**config.mk**
```make
export PLATFORM = sky130hd
export DESIGN_NAME = dmem_access_unit_flat
export DESIGN_NICKNAME = d
export VERILOG_FILES = /design/src/rtl/dmem_access_unit_if.sv /design/src/rtl/dmem_access_unit.sv /design/src/flat_wrapper.sv
export SDC_FILE = /design/constraint.sdc
export NUM_CORES = 1
export LEC_CHECK = 0
export CORE_UTILIZATION = 55
export CTS_BUF_LIST = sky130_fd_sc_hd__clkbuf_2 sky130_fd_sc_hd__clkbuf_4 sky130_fd_sc_hd__clkbuf_8
export CTS_CLUSTER_DIAMETER = 30
export CTS_CLUSTER_SIZE = 14
export DETAILED_ROUTE_END_ITERATION = 16
export GPL_TIMING_DRIVEN = 0
export PLACE_DENSITY = 0.82
export SYNTH_ARGS = -nofsm -noshare
export SYNTH_HDL_FRONTEND = slang
export SYNTH_SLANG_ARGS = --single-unit
```
**constraint.sdc**
```tcl
create_clock -name cpu_clk_50M -period 3.5 [get_ports cpu_clk_50M]
set_input_delay 0.875 -clock cpu_clk_50M [delete_from_list [all_inputs] [get_ports cpu_clk_50M]]
set_output_delay 0.875 -clock cpu_clk_50M [all_outputs]
set_load 0.05 [all_outputs]
```
**src/rtl/dmem_access_unit_if.sv**
```systemverilog
// ---------------------------------------------------------------------------
// dmem_access_unit_if
//   Data-bus handshake between dmem_access_unit (master) and the memory
//   system (slave).
//
//   bus_valid  master->slave  request valid, held until bus_ready
//   bus_we     master->slave  1 = write, 0 = read
//   bus_be     master->slave  byte enables
//   bus_addr   master->slave  word-aligned byte address
//   bus_wdata  master->slave  write data
//   bus_ready  slave->master  request accepted while bus_valid is high
//   bus_rvalid slave->master  read data valid
//   bus_rdata  slave->master  read data
// ---------------------------------------------------------------------------
interface dmem_access_unit_if #(
    parameter int ADDR_W = 32,
    parameter int DATA_W = 32
);
    localparam int BE_W = DATA_W / 8;

    logic              bus_valid;
    logic              bus_we;
    logic [BE_W-1:0]   bus_be;
    logic [ADDR_W-1:0] bus_addr;
    logic [DATA_W-1:0] bus_wdata;
    logic              bus_ready;
    logic              bus_rvalid;
    logic [DATA_W-1:0] bus_rdata;

    modport master (
        output bus_valid, bus_we, bus_be, bus_addr, bus_wdata,
        input  bus_ready, bus_rvalid, bus_rdata
    );

    modport slave (
        input  bus_valid, bus_we, bus_be, bus_addr, bus_wdata,
        output bus_ready, bus_rvalid, bus_rdata
    );
endinterface

```
**src/rtl/dmem_access_unit.sv**
```systemverilog
// ---------------------------------------------------------------------------
// dmem_access_unit
//   Data-memory access unit between the memory stage and the data bus.
//   Stores are posted into a WBUF_DEPTH-entry circular write buffer and
//   drained in order; loads run one at a time and return a registered,
//   lane-masked response.
//
//   Optional feature macro: DMEM_LOAD_FWD_EN -- when defined, a load whose
//   bytes are fully covered by the youngest matching buffered store is
//   answered from the buffer without a bus access.
//
//   Ports:
//     cpu_clk_50M, cpu_rst_n   clock / async active-low reset
//     req_*                    memory-stage request (valid/ready)
//     flush                    pipeline flush, cancels a pending load response
//     rsp_valid, rsp_rdata     registered load response
//     stall_o                  req_valid & ~req_ready
//     bus                      data-bus master port (dmem_access_unit_if)
//     wbuf_count, wbuf_empty   write-buffer occupancy
// ---------------------------------------------------------------------------
module dmem_access_unit #(
    parameter int ADDR_W     = 32,
    parameter int DATA_W     = 32,
    parameter int WBUF_DEPTH = 4
) (
    input  logic                              cpu_clk_50M,
    input  logic                              cpu_rst_n,
    input  logic                              req_valid,
    input  logic                              req_we,
    input  logic [DATA_W/8-1:0]               req_be,
    input  logic [ADDR_W-1:0]                 req_addr,
    input  logic [DATA_W-1:0]                 req_wdata,
    output logic                              req_ready,
    input  logic                              flush,
    output logic                              rsp_valid,
    output logic [DATA_W-1:0]                 rsp_rdata,
    output logic                              stall_o,
    dmem_access_unit_if.master                bus,
    output logic [$clog2(WBUF_DEPTH+1)-1:0]   wbuf_count,
    output logic                              wbuf_empty
);
    localparam int BE_W  = DATA_W / 8;
    localparam int PTR_W = $clog2(WBUF_DEPTH);
    localparam int CNT_W = $clog2(WBUF_DEPTH + 1);

    typedef enum logic [1:0] {IDLE, WR_REQ, RD_REQ, RD_WAIT} state_t;

    function automatic logic [ADDR_W-1:0] word_of(input logic [ADDR_W-1:0] a);
        return a & ~ADDR_W'(BE_W - 1);
    endfunction

    function automatic logic [DATA_W-1:0] lane_mask(input logic [BE_W-1:0] be);
        logic [DATA_W-1:0] m;
        m = '0;
        for (int i = 0; i < BE_W; i++) m[8*i +: 8] = {8{be[i]}};
        return m;
    endfunction

    state_t            state;
    logic [PTR_W-1:0]  head, tail;
    logic [CNT_W-1:0]  count;
    logic [ADDR_W-1:0] rd_addr;
    logic [BE_W-1:0]   rd_be;
    logic              load_flushed;

    // NOTE: buffer storage has no reset; an entry is only meaningful while
    // count says it is occupied, so resetting it would buy nothing.
    logic [ADDR_W-1:0] wb_addr [WBUF_DEPTH];
    logic [BE_W-1:0]   wb_be   [WBUF_DEPTH];
    logic [DATA_W-1:0] wb_data [WBUF_DEPTH];

    logic fwd_hit;
`ifdef DMEM_LOAD_FWD_EN
    logic [DATA_W-1:0] fwd_data;

    // Walk oldest to youngest so the last match seen is the youngest one.
    always_comb begin
        logic [PTR_W-1:0] idx;
        logic             found;
        logic [BE_W-1:0]  found_be;
        // NOTE: every combinational output gets a default first, so no path
        // leaves it unassigned and no latch is inferred.
        found    = 1'b0;
        found_be = '0;
        fwd_data = '0;
        idx      = '0;
        for (int i = 0; i < WBUF_DEPTH; i++) begin
            idx = head + PTR_W'(i);
            if (CNT_W'(i) < count && wb_addr[idx] == word_of(req_addr)) begin
                found    = 1'b1;
                found_be = wb_be[idx];
                fwd_data = wb_data[idx];
            end
        end
        fwd_hit = found && ((found_be & req_be) == req_be);
    end
`else
    assign fwd_hit = 1'b0;
`endif

    // Acceptance looks only at registered state, flush and the request itself.
    // A full buffer refuses a store even if the head retires this cycle.
    logic can_store, can_load, push, pop, load_acc;
    assign can_store  = ~flush & (count < CNT_W'(WBUF_DEPTH));
    assign can_load   = ~flush & (state == IDLE) & ((count == '0) | fwd_hit);
    assign req_ready  = req_we ? can_store : can_load;
    assign stall_o    = req_valid & ~req_ready;
    assign push       = req_valid & req_ready & req_we;
    assign load_acc   = req_valid & req_ready & ~req_we;
    assign pop        = (state == WR_REQ) & bus.bus_ready;
    assign wbuf_count = count;
    assign wbuf_empty = (count == '0);

    always_ff @(posedge cpu_clk_50M) begin
        if (push) begin
            wb_addr[tail] <= word_of(req_addr);
            wb_be[tail]   <= req_be;
            wb_data[tail] <= req_wdata;
        end
    end

    // NOTE: sequential state uses non-blocking assignments only, so every
    // register samples pre-edge values regardless of statement order.
    always_ff @(posedge cpu_clk_50M or negedge cpu_rst_n) begin
        if (!cpu_rst_n) begin
            state        <= IDLE;
            head         <= '0;
            tail         <= '0;
            count        <= '0;
            rd_addr      <= '0;
            rd_be        <= '0;
            load_flushed <= 1'b0;
            rsp_valid    <= 1'b0;
            rsp_rdata    <= '0;
        end else begin
            rsp_valid <= 1'b0;
            if (push) tail <= tail + PTR_W'(1);
            if (pop)  head <= head + PTR_W'(1);
            if (push && !pop)      count <= count + CNT_W'(1);
            else if (pop && !push) count <= count - CNT_W'(1);

            // Remember any flush seen while a load is pending; a new load
            // can only be accepted with flush low, which clears it.
            if (flush) load_flushed <= 1'b1;

            case (state)
                IDLE: begin
                    if (count != '0) begin
                        state <= WR_REQ;
`ifdef DMEM_LOAD_FWD_EN
                        if (load_acc) begin
                            rsp_valid <= 1'b1;
                            rsp_rdata <= fwd_data & lane_mask(req_be);
                        end
`endif
                    end else if (load_acc) begin
                        rd_addr      <= word_of(req_addr);
                        rd_be        <= req_be;
                        load_flushed <= 1'b0;
                        state        <= RD_REQ;
                    end
                end
                WR_REQ:  if (bus.bus_ready) state <= IDLE;
                RD_REQ:  if (bus.bus_ready) state <= RD_WAIT;
                RD_WAIT: begin
                    if (bus.bus_rvalid) begin
                        rsp_rdata <= bus.bus_rdata & lane_mask(rd_be);
                        rsp_valid <= ~(load_flushed | flush);
                        state     <= IDLE;
                    end
                end
                default: state <= IDLE;
            endcase
        end
    end

    // Bus outputs follow state and registered sources only, so they hold
    // steady while the slave stalls.
    always_comb begin
        bus.bus_valid = 1'b0;
        bus.bus_we    = 1'b0;
        bus.bus_be    = '0;
        bus.bus_addr  = '0;
        bus.bus_wdata = '0;
        case (state)
            WR_REQ: begin
                bus.bus_valid = 1'b1;
                bus.bus_we    = 1'b1;
                bus.bus_be    = wb_be[head];
                bus.bus_addr  = wb_addr[head];
                bus.bus_wdata = wb_data[head];
            end
            RD_REQ: begin
                bus.bus_valid = 1'b1;
                bus.bus_be    = rd_be;
                bus.bus_addr  = rd_addr;
            end
            default: ;
        endcase
    end
endmodule

```
**src/flat_wrapper.sv**
```systemverilog
// flat-port wrapper written by rule: the top's interface ports become plain ports
module dmem_access_unit_flat 
#(
    parameter int ADDR_W     = 32,
    parameter int DATA_W     = 32,
    parameter int WBUF_DEPTH = 4
)
  (cpu_clk_50M, cpu_rst_n, req_valid, req_we, req_be, req_addr, req_wdata, req_ready, flush, rsp_valid, rsp_rdata, stall_o, wbuf_count, wbuf_empty, bus_bus_valid, bus_bus_we, bus_bus_be, bus_bus_addr, bus_bus_wdata, bus_bus_ready, bus_bus_rvalid, bus_bus_rdata);
  dmem_access_unit_if #(.ADDR_W(ADDR_W), .DATA_W(DATA_W)) bus_i ();
  input  logic cpu_clk_50M;
  input  logic cpu_rst_n;
  input  logic req_valid;
  input  logic req_we;
  input  logic [DATA_W/8-1:0] req_be;
  input  logic [ADDR_W-1:0] req_addr;
  input  logic [DATA_W-1:0] req_wdata;
  output logic req_ready;
  input  logic flush;
  output logic rsp_valid;
  output logic [DATA_W-1:0] rsp_rdata;
  output logic stall_o;
  output logic [$clog2(WBUF_DEPTH+1)-1:0] wbuf_count;
  output logic wbuf_empty;
  output wire logic [$bits(bus_i.bus_valid)-1:0] bus_bus_valid;
  output wire logic [$bits(bus_i.bus_we)-1:0] bus_bus_we;
  output wire logic [$bits(bus_i.bus_be)-1:0] bus_bus_be;
  output wire logic [$bits(bus_i.bus_addr)-1:0] bus_bus_addr;
  output wire logic [$bits(bus_i.bus_wdata)-1:0] bus_bus_wdata;
  input wire logic [$bits(bus_i.bus_ready)-1:0] bus_bus_ready;
  input wire logic [$bits(bus_i.bus_rvalid)-1:0] bus_bus_rvalid;
  input wire logic [$bits(bus_i.bus_rdata)-1:0] bus_bus_rdata;
  assign bus_bus_valid = bus_i.bus_valid;
  assign bus_bus_we = bus_i.bus_we;
  assign bus_bus_be = bus_i.bus_be;
  assign bus_bus_addr = bus_i.bus_addr;
  assign bus_bus_wdata = bus_i.bus_wdata;
  assign bus_i.bus_ready = bus_bus_ready;
  assign bus_i.bus_rvalid = bus_bus_rvalid;
  assign bus_i.bus_rdata = bus_bus_rdata;
  dmem_access_unit #(.ADDR_W(ADDR_W), .DATA_W(DATA_W), .WBUF_DEPTH(WBUF_DEPTH)) u_core (.cpu_clk_50M(cpu_clk_50M), .cpu_rst_n(cpu_rst_n), .req_valid(req_valid), .req_we(req_we), .req_be(req_be), .req_addr(req_addr), .req_wdata(req_wdata), .req_ready(req_ready), .flush(flush), .rsp_valid(rsp_valid), .rsp_rdata(rsp_rdata), .stall_o(stall_o), .bus(bus_i), .wbuf_count(wbuf_count), .wbuf_empty(wbuf_empty));
endmodule
```
==> metrics.txt <==
FF+latch count, synth 341; vias 7534; Final period util 97.3%; RSZ-0062 raised after global routing false; P_leak 0.00647 µW; sequential power share 33.9%; Clk Latency, worst-skew pair 590 ps; Final Slew Violations 0; total design power roughly 15000 µW; vias per cell between 5 and 6; Reg-to-Reg Start u_core.wbuf_count[2]$_DFFE_PN0P_; DRC errors left 0; crit path max fanout 10; Synth Cell Area 0.0134 mm²; crit path launch type flop; Ys Warns 0; first-pass GRT wire length 44.2 mm; top cells by area, synth edfxtp_1 (59%), dfrtp_1 (14%), mux4_2 (11%), mux2_4 (3.2%), a22o_1 (2.2%); total track usage 24.1%; largest net degree at the start of global routing between 50 and 60; Setup crit end kind output pin; CTS tree built; clock network fraction of total power 29.1%; grt total ovfl 0; number of global-route vias before repair 8059; critical path arrival 2530 ps; WP data required 2620 ps; TritonRoute pass-1 iters 5; syn_area_per_cell 19.0 µm²; core area 0.0237 mm²; Area after DPL roughly 0.016 mm²; clk buf depth 3; Worst R2R End u_core.wb_data[1][23]$_DFFE_PP_; skew final 21.0 ps; area grow syn2layout 29.0%; R2R Setup Slk 1070 ps; Finished Cell Area 0.0173 mm²; Achievable Freq 294 MHz; Register-to-Register Path Depth 5; row count 56; EDFF count, synth around 260; global placer's final weighted congestion 0.760; worst slew pin tran about 670 ps; Comb power frac between 30% and 40%; CTS Buf Count between 50 and 60; Hold Slack 248 ps; final hold viol count 0; initial drt markers 426; ys async rst share 22.6%; WS Path Type flop to output pin; Primary FF master, synth edfxtp_1; H-tree depth 2; Reg clk slew, reported paths 60 ps; status complete, no violations; initial antenna violation count 3; Pint 9520 µW; dpl cells 1242; drt wl/cell between 20 and 25 µm; register area share after synthesis 73.4%; layout cells sized above 1 30.3%; HPWL after DPL 18.5 mm; # IOs approximately 220; Worst slew margin 55.6%; final cell count without fillers roughly 1400; Setup-failing EPs final 0; CTS root buffer clkbuf_8; Die X 158 µm; I/O Buffers 211; Nets 1099; pwr dens 864 mW/mm²; chip height 158 µm; Period minus WS final 3410 ps; remaining antenna violation count 0; Worst Setup SP u_core.head[0]$_DFFE_PN0P_; hold crit path type input pin to asynchronous set/reset pin; Syn Inst Count approximately 710; leading area contributor after synthesis edfxtp_1; total of max-cap violations 0; die footprint ~0.025 mm²; VDD IR max slightly below 0.0007 V; switching power 5450 µW; Switching Share 36.4%; Synth cell types 37; fill count roughly 1500; Post-Route WL 29.7 mm; Initial Utilization 56.7%; # clock sinks 341; Yosys top cell area share 59.0%
==> synth_stat cells, types with 3 or more instances <==
cell        n
nor2b_1     3
nand2_1    67
clkbuf_1   17
buf_6       6
mux2_2      7
edfxtp_1  264
buf_2      12
ha_1        9
o21ai_0    34
dfrtp_1    77
xnor2_1     4
and2_1     38
inv_1       5
mux2_4     29
buf_1       6
a22o_1     34
mux4_2     66
==> cell usage in the layout, fill, tap and decap left out, drive strengths merged, types with 2 or more instances in the layout <==
master         Yosys  layout
mux2              36      36
ha                 9       9
o21a               2       2
and2              38      38
a22o              34      34
clkinvlp           0       6
nor2               2       2
dlygate4sd2        0       3
nand3              2       2
nor3               2       2
buf               26      74
edfxtp           264     264
xnor2              4       4
a31oi              2       2
bufinv             0      12
a211oi             2       2
o21ai             34      34
nor3b              2       2
nand2b             2       2
inv                5      11
clkdlybuf4s15      0      11
clkbuf            18      95
clkdlybuf4s50      0     142
nor2b              3       3
conb               1       2
nand2             67      67
clkinv             0      20
mux4              66      66
dfrtp             77      77
xor2               2       2
==> kinds of logic (layout without fill, tap and decap cells) <==
logic type | after synthesis | count (layout) | share of synthesized area, %
mux | 102 | 102 | 14.9
fa+ha+maj | 10 | 10 | 0.987
simple gates | 121 | 121 | 4.53
compound gates | 76 | 76 | 3.93
xor+xnor | 6 | 6 | 0.391
flops | 341 | 341 | 73.4
other cells | 1 | 3 | 0.0279
buf+inv | 49 | 374 | 1.88
==> worst max path at each step <==
stage,end
floorplan,u_core.wb_addr[0][0]$_DFFE_PP_
global placement,u_core.wb_data[0][30]$_DFFE_PP_
detailed placement,bus_bus_addr[20]
CTS,bus_bus_addr[24]
global route,bus_bus_wdata[20]
finish,bus_bus_wdata[19]
==> sequential cells by signal (all words and copies together), names as in the netlist <==
register             flops
u_core.rd_be             4
u_core.rd_addr          30
u_core.wbuf_count        3
u_core.wb_addr         120
u_core.wb_data         128
u_core.state             2
u_core.load_flushed      1
u_core.rsp_valid         1
u_core.tail              2
u_core.wb_be            16
u_core.rsp_rdata        32
u_core.head              2
==> per-stage QoR <==
| step | setup WS (ps) | setup TNS (ps) | util, % |
|---|---|---|---|
| 2_1_floorplan | 19.1 | 0 | - |
| 3_3_place_gp | -1800 | -598880 | 67.3 |
| 3_5_place_dp | -598 | -19220 | 67.9 |
| 4_1_cts | -23.5 | -23.5 | 73.6 |
| 5_1_grt | 1.04 | 0 | 73.1 |
| 6_report | 94.6 | 0 | 73.2 |
==> final cells by class <==
type | count | area (µm²) | share of cell area (%)
Clock inverter | 44 | 574 | 3.31
Buffer | 42 | 263 | 1.52
Multi-Input combinational cell | 317 | 3340 | 19.3
Sequential cell | 341 | 9850 | 56.9
Clock buffer | 67 | 891 | 5.14
Inverter | 5 | 18.8 | 0.108
Timing Repair Buffer | 216 | 1980 | 11.4
Antenna cell | 1 | 2.50 | 0.0144
Tap cell | 319 | 399 | 2.30
==> what timing repair did <==
item	CTS	global route
gates resized for setup	246	56
endpoints found under the hold margin	0	0
setup endpoints to repair	68	62
hold buffers	0	0
setup buffers	0	0
==> power groups by stage <==
stage / registers (µW) / logic (µW) / clock network [µW]
after floorplan: 5550 / 3560 / 0
after global placement: 5130 / 5700 / 0
after detailed placement: 5130 / 5810 / 0
after CTS: 5060 / 5660 / 4430
after global routing: 5100 / 5860 / 4590
final: 5070 / 5540 / 4360
==> routing by layer <==
layer  up-vias  routed length, µm  global-route usage, %
met4         0                468                   6.87
li1       3315                  -                      -
met2       289              14500                   40.2
met5         -                  0                      0
met1      3882              12200                   30.6
met3        48               2580                   7.46
==> worst max-delay path, stage by stage, from the launching register on <==
cell and delay (ps):
dfrtp_1 320, clkbuf_2 200, buf_8 200, buf_6 210, mux4_2 500, and2_1 190, clkdlybuf4s15_2 330
Note: power is estimated with default switching activity, not from simulation.
